[src/rtl/ps2_scan_parser_if.sv]
// Handshake bundle between ps2_rx, the scan-code parser and the key decoder.
// slave = parser view, master = producer/consumer view.
interface ps2_scan_parser_if #(
  parameter int unsigned FIFO_AW = 2
);
  logic             rx_done_tick;
  logic [7:0]       din;
  logic             ev_ready;
  logic             ovf_clr;
  logic             ev_valid;
  logic [7:0]       ev_code;
  logic             ev_ext;
  logic             ev_break;
  logic [FIFO_AW:0] level;
  logic             overflow;
  logic             seq_err;

  modport slave (
    input  rx_done_tick, din, ev_ready, ovf_clr,
    output ev_valid, ev_code, ev_ext, ev_break, level, overflow, seq_err
  );

  modport master (
    output rx_done_tick, din, ev_ready, ovf_clr,
    input  ev_valid, ev_code, ev_ext, ev_break, level, overflow, seq_err
  );
endinterface

[src/rtl/ps2_scan_parser.sv]
// Strips E0/F0 prefixes from PS/2 scan bytes, queues one event per key sequence
// in a show-ahead FIFO, and aborts stalled sequences with a watchdog.
module ps2_scan_parser #(
  parameter int unsigned TIMEOUT_CYCLES = 12500000,
  parameter int unsigned CNT_W          = 24,
  parameter int unsigned FIFO_AW        = 2
) (
  input  logic                clk,
  input  logic                reset,
  ps2_scan_parser_if.slave    bus
);

  localparam int unsigned DEPTH = 1 << FIFO_AW;
  localparam int unsigned EV_W  = 10;

  localparam logic [CNT_W-1:0]   CNT_LAST = CNT_W'(TIMEOUT_CYCLES - 1);
  localparam logic [FIFO_AW:0]   LVL_FULL = (FIFO_AW + 1)'(DEPTH);
  localparam logic [FIFO_AW:0]   LVL_ONE  = (FIFO_AW + 1)'(1);
  localparam logic [FIFO_AW-1:0] PTR_ONE  = FIFO_AW'(1);

  localparam logic [1:0] ST_IDLE  = 2'd0;
  localparam logic [1:0] ST_PE0   = 2'd1;
  localparam logic [1:0] ST_PF0   = 2'd2;
  localparam logic [1:0] ST_PE0F0 = 2'd3;

  localparam logic [7:0] B_E0 = 8'hE0;
  localparam logic [7:0] B_F0 = 8'hF0;

  logic [1:0]         state_q,   state_d;
  logic [CNT_W-1:0]   cnt_q,     cnt_d;
  logic               seq_err_q, seq_err_d;
  logic               overflow_q, overflow_d;
  logic [FIFO_AW:0]   level_q,   level_d;
  logic [FIFO_AW-1:0] wr_ptr_q,  rd_ptr_q;
  logic [EV_W-1:0]    mem_q [DEPTH];

  logic               push_c;
  logic [EV_W-1:0]    push_ev_c;
  logic               pop_c;
  logic               wr_en_c;
  logic               ovf_set_c;
  logic [EV_W-1:0]    head_c;

  // Prefix FSM and watchdog; a byte in the timeout cycle wins over the abort.
  always_comb begin
    state_d   = state_q;
    cnt_d     = cnt_q;
    seq_err_d = 1'b0;
    push_c    = 1'b0;
    push_ev_c = {bus.din, 2'b00};

    if (bus.rx_done_tick) begin
      cnt_d = '0;
      case (state_q)
        ST_IDLE: begin
          case (bus.din)
            B_E0: state_d = ST_PE0;
            B_F0: state_d = ST_PF0;
            8'hAA, 8'hFA, 8'hFE, 8'hEE, 8'h00, 8'hFF: state_d = ST_IDLE;
            default: push_c = 1'b1;
          endcase
        end
        ST_PE0: begin
          if (bus.din == B_F0) begin
            state_d = ST_PE0F0;
          end else if (bus.din != B_E0) begin
            push_c    = 1'b1;
            push_ev_c = {bus.din, 2'b10};
            state_d   = ST_IDLE;
          end
        end
        ST_PF0: begin
          state_d = ST_IDLE;
          if (bus.din == B_E0 || bus.din == B_F0) begin
            seq_err_d = 1'b1;
          end else begin
            push_c    = 1'b1;
            push_ev_c = {bus.din, 2'b01};
          end
        end
        default: begin
          state_d = ST_IDLE;
          if (bus.din == B_E0 || bus.din == B_F0) begin
            seq_err_d = 1'b1;
          end else begin
            push_c    = 1'b1;
            push_ev_c = {bus.din, 2'b11};
          end
        end
      endcase
    end else if (state_q != ST_IDLE) begin
      if (cnt_q == CNT_LAST) begin
        state_d   = ST_IDLE;
        seq_err_d = 1'b1;
        cnt_d     = '0;
      end else begin
        cnt_d = cnt_q + CNT_W'(1);
      end
    end else begin
      cnt_d = '0;
    end
  end

  // FIFO control: a full FIFO still accepts a push when the head leaves on the same edge.
  always_comb begin
    pop_c      = (level_q != '0) && bus.ev_ready;
    wr_en_c    = push_c && ((level_q != LVL_FULL) || pop_c);
    ovf_set_c  = push_c && (level_q == LVL_FULL) && !pop_c;
    overflow_d = overflow_q;
    if (bus.ovf_clr) overflow_d = 1'b0;
    if (ovf_set_c)   overflow_d = 1'b1;
    level_d = level_q;
    case ({wr_en_c, pop_c})
      2'b10:   level_d = level_q + LVL_ONE;
      2'b01:   level_d = level_q - LVL_ONE;
      default: level_d = level_q;
    endcase
  end

  always_ff @(posedge clk or negedge reset) begin
    if (!reset) begin
      state_q    <= ST_IDLE;
      cnt_q      <= '0;
      seq_err_q  <= 1'b0;
      overflow_q <= 1'b0;
      level_q    <= '0;
      wr_ptr_q   <= '0;
      rd_ptr_q   <= '0;
    end else begin
      state_q    <= state_d;
      cnt_q      <= cnt_d;
      seq_err_q  <= seq_err_d;
      overflow_q <= overflow_d;
      level_q    <= level_d;
      if (wr_en_c) wr_ptr_q <= wr_ptr_q + PTR_ONE;
      if (pop_c)   rd_ptr_q <= rd_ptr_q + PTR_ONE;
    end
  end

  always_ff @(posedge clk or negedge reset) begin
    if (!reset) begin
      for (int i = 0; i < int'(DEPTH); i++) mem_q[i] <= '0;
    end else if (wr_en_c) begin
      mem_q[wr_ptr_q] <= push_ev_c;
    end
  end

  // Head fields read as zero while the FIFO is empty.
  assign head_c       = (level_q != '0) ? mem_q[rd_ptr_q] : '0;
  assign bus.ev_valid = (level_q != '0);
  assign bus.ev_code  = head_c[9:2];
  assign bus.ev_ext   = head_c[1];
  assign bus.ev_break = head_c[0];
  assign bus.level    = level_q;
  assign bus.overflow = overflow_q;
  assign bus.seq_err  = seq_err_q;

endmodule

[src/flat_wrapper.sv]
// flat-port wrapper written by rule: the top's interface ports become plain ports
module ps2_scan_parser_flat 
#(
  parameter int unsigned TIMEOUT_CYCLES = 12500000,
  parameter int unsigned CNT_W          = 24,
  parameter int unsigned FIFO_AW        = 2
)
  (clk, reset, bus_rx_done_tick, bus_din, bus_ev_ready, bus_ovf_clr, bus_ev_valid, bus_ev_code, bus_ev_ext, bus_ev_break, bus_level, bus_overflow, bus_seq_err);
  ps2_scan_parser_if #(.FIFO_AW(FIFO_AW)) bus_i ();
  input  logic clk;
  input  logic reset;
  input wire logic [$bits(bus_i.rx_done_tick)-1:0] bus_rx_done_tick;
  input wire logic [$bits(bus_i.din)-1:0] bus_din;
  input wire logic [$bits(bus_i.ev_ready)-1:0] bus_ev_ready;
  input wire logic [$bits(bus_i.ovf_clr)-1:0] bus_ovf_clr;
  output wire logic [$bits(bus_i.ev_valid)-1:0] bus_ev_valid;
  output wire logic [$bits(bus_i.ev_code)-1:0] bus_ev_code;
  output wire logic [$bits(bus_i.ev_ext)-1:0] bus_ev_ext;
  output wire logic [$bits(bus_i.ev_break)-1:0] bus_ev_break;
  output wire logic [$bits(bus_i.level)-1:0] bus_level;
  output wire logic [$bits(bus_i.overflow)-1:0] bus_overflow;
  output wire logic [$bits(bus_i.seq_err)-1:0] bus_seq_err;
  assign bus_i.rx_done_tick = bus_rx_done_tick;
  assign bus_i.din = bus_din;
  assign bus_i.ev_ready = bus_ev_ready;
  assign bus_i.ovf_clr = bus_ovf_clr;
  assign bus_ev_valid = bus_i.ev_valid;
  assign bus_ev_code = bus_i.ev_code;
  assign bus_ev_ext = bus_i.ev_ext;
  assign bus_ev_break = bus_i.ev_break;
  assign bus_level = bus_i.level;
  assign bus_overflow = bus_i.overflow;
  assign bus_seq_err = bus_i.seq_err;
  ps2_scan_parser #(.TIMEOUT_CYCLES(TIMEOUT_CYCLES), .CNT_W(CNT_W), .FIFO_AW(FIFO_AW)) u_core (.clk(clk), .reset(reset), .bus(bus_i));
endmodule
[config.mk]
export PLATFORM = sky130hd
export DESIGN_NAME = ps2_scan_parser_flat
export DESIGN_NICKNAME = d
export VERILOG_FILES = /design/src/rtl/ps2_scan_parser_if.sv /design/src/rtl/ps2_scan_parser.sv /design/src/flat_wrapper.sv
export SDC_FILE = /design/constraint.sdc
export NUM_CORES = 1
export LEC_CHECK = 0
export CAP_MARGIN = 20
export CORE_ASPECT_RATIO = 0.75
export CORE_MARGIN = 3
export CORE_UTILIZATION = 45
export DETAILED_ROUTE_END_ITERATION = 6
export PLACE_DENSITY = 0.69
export SETUP_SLACK_MARGIN = 0.2
export SYNTH_ARGS = -nofsm -noshare
export SYNTH_HDL_FRONTEND = slang
export SYNTH_SLANG_ARGS = --single-unit
[constraint.sdc]
create_clock -name clk -period 2.8 [get_ports clk]
set_clock_uncertainty 0.15 [all_clocks]
set_input_delay 0.56 -clock clk [delete_from_list [all_inputs] [get_ports clk]]
set_output_delay 0.56 -clock clk [all_outputs]
set_load 0.005 [all_outputs]
==> flow_metrics.py <==
metrics = {
    "final_layout": {
        "fin_nets": 385,
        "instances_no_fill": 475,
        "syn2layout_area_growth_pct": 28.8,
        "diodes": 0,
        "drive_gt1_frac": 0.343,
        "utilization": 0.608,
    },
    "sta": {
        "hold_viol": 0,
        "rsz0062_at_grt": "true",
        "setup_violations": 0,
        "hold_slack_ns": 0.0872,
        "tightest_slew_ns": 0.680,
        "max_slew_margin": 0.542,
        "period_needed_ns": 2.65,
        "clock.fmax_ghz": 0.377,
        "fin_tns_setup_ns": 0,
        "fin_crit_sh": 0.947,
        "slew_viol_final": 0,
    },
    "detailed_routing": {
        "route.detailed.drc": 0,
        "drt_first_pass_iters": 4,
        "ant_nets": 0,
        "drt-initial-drc-count": 193,
        "vias_per_cell": 5.32,
        "wire_per_inst_um": 17.2,
        "dr_total_vias": 2528,
        "routed_wl_mm": 8.16,
    },
    "synthesis": {
        "synth_edf_count": 0,
        "synth-seq-cells": 75,
        "syn_area_per_cell_um2": 12.7,
        "synth_flop_cell": "dfrtp_1",
        "yosys_warnings": 0,
        "syn_area_um2": 3800,
        "ys_seq_area_frac": 0.493,
        "ys_async_sr_fraction": 1.00,
        "synth.distinct_cells": 41,
        "synth_cells": 300,
        "synth_nets": 320,
    },
    "setup_path": {
        "cp_top_family": "buffers and inverters",
        "critPathCaptureType": "output port",
        "path_class": "reg -> out",
        "startpoint_type": "flop",
        "path_max_fanout": 3,
        "cp_data_required_time_ns": 2.09,
        "critPathMaxStageDelay_ns": 0.47,
        "crit_path_top_delay_cell": "mux4_2",
        "critPathBufInv": 4,
        "crit_chain": "clkbuf_16, buf_4, buf_4, mux4_2, and2_1, dlymetal6s2s_1",
        "crit_top_cell": "buf_4",
        "cp.arrival_ns": 1.94,
    },
    "power": {
        "power_frac_comb": 0.397,
        "power_density_nw_per_um2": 928,
        "p_total_mw": 4.55,
        "power.share.clock": 0.252,
        "peakVddDrop_v": 0.000548,
        "intPower_mw": 3.29,
        "p_sw_mw": 1.26,
        "p_sw_frac": 0.278,
        "p_leak_nw": 2.30,
        "p_seq_frac": 0.351,
    },
    "global_routing": {
        "antenna_found_initial": 0,
        "grt_pass1_wl_mm": 13.7,
        "grt_max_degree": 76,
        "grt_pass1_vias": 2607,
        "grt-ovfl-total": 0,
        "gr-usage-all-layers": 0.182,
    },
    "clock_tree": {
        "clkLatencyLatePin_ns": 0.33,
        "cts_tree": "done",
        "cts_buffer_depth": 2,
        "ctsHoldBuffers": 0,
        "cts.htree.levels": 3,
        "path_clk_slew_ns": 0.06,
        "cts_made_buffers": 9,
        "cts_root_buf": "clkbuf_16",
        "clock-sinks": 75,
    },
    "placement": {
        "gp_congestion": 0.822,
        "dp_cells": 448,
        "dpl.hpwl_mm": 5.43,
        "numPortBuffers": 28,
    },
    "floorplan": {
        "start_util": 0.472,
        "core_area_um2": 8060,
        "fp-row-count": 28,
        "dieArea_um2": 9610,
        "die_height_um": 85.6,
        "fp.dieW_um": 112,
        "pin_count": 29,
    },
    "status": {
        "status": "completed",
    },
    "min_path": {
        "min_path_type": "in -> async",
    },
    "run": {
        "maxCapViolCount": 0,
    },
}
-- layer usage --
layer	vias to the layer above	share of wire	track usage
met5	-	0	0
met4	0	0.013	0.0655
met3	7	0.036	0.0402
met2	50	0.46	0.272
met1	1283	0.49	0.263
li1	1188	-	-
-- state kept, by name (all words and copies together) (netlist names) --
| register | count |
|---|---|
| u_core.state_q | 2 |
| u_core.mem_q | 40 |
| u_core.bus.level | 3 |
| u_core.bus.seq_err | 1 |
| u_core.wr_ptr_q | 2 |
| u_core.cnt_q | 24 |
| u_core.rd_ptr_q | 2 |
| u_core.bus.overflow | 1 |
-- metrics by stage --
step                instance area [um2]  worst slack (ns)
floorplan                          3840           -0.0138
global placement                   4450            -0.440
detailed placement                 4450            -0.523
CTS                                4760            0.0324
global route                       4900            0.0789
finish                             4900             0.147
-- final cells by class --
class                      count  area, um2
sequential                    75       1880
multi-input combinational    204       1870
fill                         636       3160
timing repair buffer          66        697
clock inverter                 5       63.8
inverter                       9       33.8
clock buffer                  11        233
tap                          105        131
-- final timing paths --
path / startpoint / depth (start not counted) / to / slack [ns]
max: u_core.rd_ptr_q[0]$_DFFE_PN0P_ / 6 / bus_ev_code[1] / 0.15
min: reset / 2 / u_core.mem_q[26]$_DFFE_PN0P_ / 0.09
max reg2reg: u_core.state_q[0]$_DFFE_PN0P_ / 10 / u_core.bus.level[2]$_DFFE_PN0P_ / 0.35
min reg2reg: u_core.cnt_q[0]$_DFF_PN0_ / 1 / u_core.cnt_q[0]$_DFF_PN0_ / 0.35
max in group asynchronous: reset / 2 / u_core.rd_ptr_q[0]$_DFFE_PN0P_ / 2.05
min in group clk: u_core.cnt_q[0]$_DFF_PN0_ / 1 / u_core.cnt_q[0]$_DFF_PN0_ / 0.35
-- what timing repair did --
item,CTS,global route
pin swaps,6,9
hold endpoints to repair,0,0
endpoints found under the setup margin,13,12
cloned,0,1
buffers inserted,2,8
gates resized for setup,10,24
-- cells in the mapped netlist (2+ instances only) --
master | instances | area (um2)
nand2_1 | 15 | 56.3
buf_2 | 3 | 15.0
inv_1 | 9 | 33.8
nor3_2 | 2 | 20.0
nor2_1 | 31 | 116
clkbuf_1 | 4 | 15.0
and4_1 | 2 | 17.5
nand3_1 | 7 | 35.0
buf_6 | 4 | 45.0
mux2_2 | 20 | 225
nor4_1 | 3 | 18.8
o21ai_0 | 2 | 10.0
or4bb_1 | 2 | 22.5
nand4b_2 | 2 | 30.0
and3_1 | 5 | 31.3
nor3_1 | 6 | 30.0
ha_1 | 6 | 75.1
and2_1 | 11 | 68.8
nand4_1 | 11 | 68.8
mux2_4 | 21 | 315
nand2_2 | 2 | 12.5
mux4_2 | 10 | 225
xnor2_1 | 10 | 87.6
a22o_1 | 2 | 17.5
xor2_1 | 19 | 166
or4_1 | 2 | 15.0
dfrtp_1 | 75 | 1880
-- kinds of logic after synthesis --
| logic type | after synthesis | share of synthesized area |
|---|---|---|
| simple gates | 107 | 0.157 |
| fa+ha+maj | 7 | 0.0250 |
| xor+xnor | 29 | 0.0668 |
| buf+inv | 21 | 0.0306 |
| flops | 75 | 0.493 |
| mux | 52 | 0.204 |
| compound gates | 9 | 0.0240 |
-- layout by cell type (no fill, tap or decap), drive strengths merged, types with 11 or more instances in the layout --
cell type | Yosys | final
nor2 | 31 | 31
buf | 8 | 39
xor2 | 19 | 19
clkbuf | 4 | 14
nand4 | 11 | 11
and2 | 11 | 11
nand2 | 17 | 17
dfrtp | 75 | 75
mux2 | 41 | 41
-- power by group through the flow --
| stage | logic, mW | clock network [mW] | registers [mW] |
|---|---|---|---|
| after global placement | 1.65 | 0 | 1.58 |
| final | 1.81 | 1.14 | 1.60 |
| after CTS | 1.72 | 1.16 | 1.58 |
| after detailed placement | 1.69 | 0 | 1.60 |
| after floorplan | 1.05 | 0 | 1.52 |
| after global routing | 1.95 | 1.21 | 1.65 |
No activity file was read; power rests on OpenSTA's default activity.
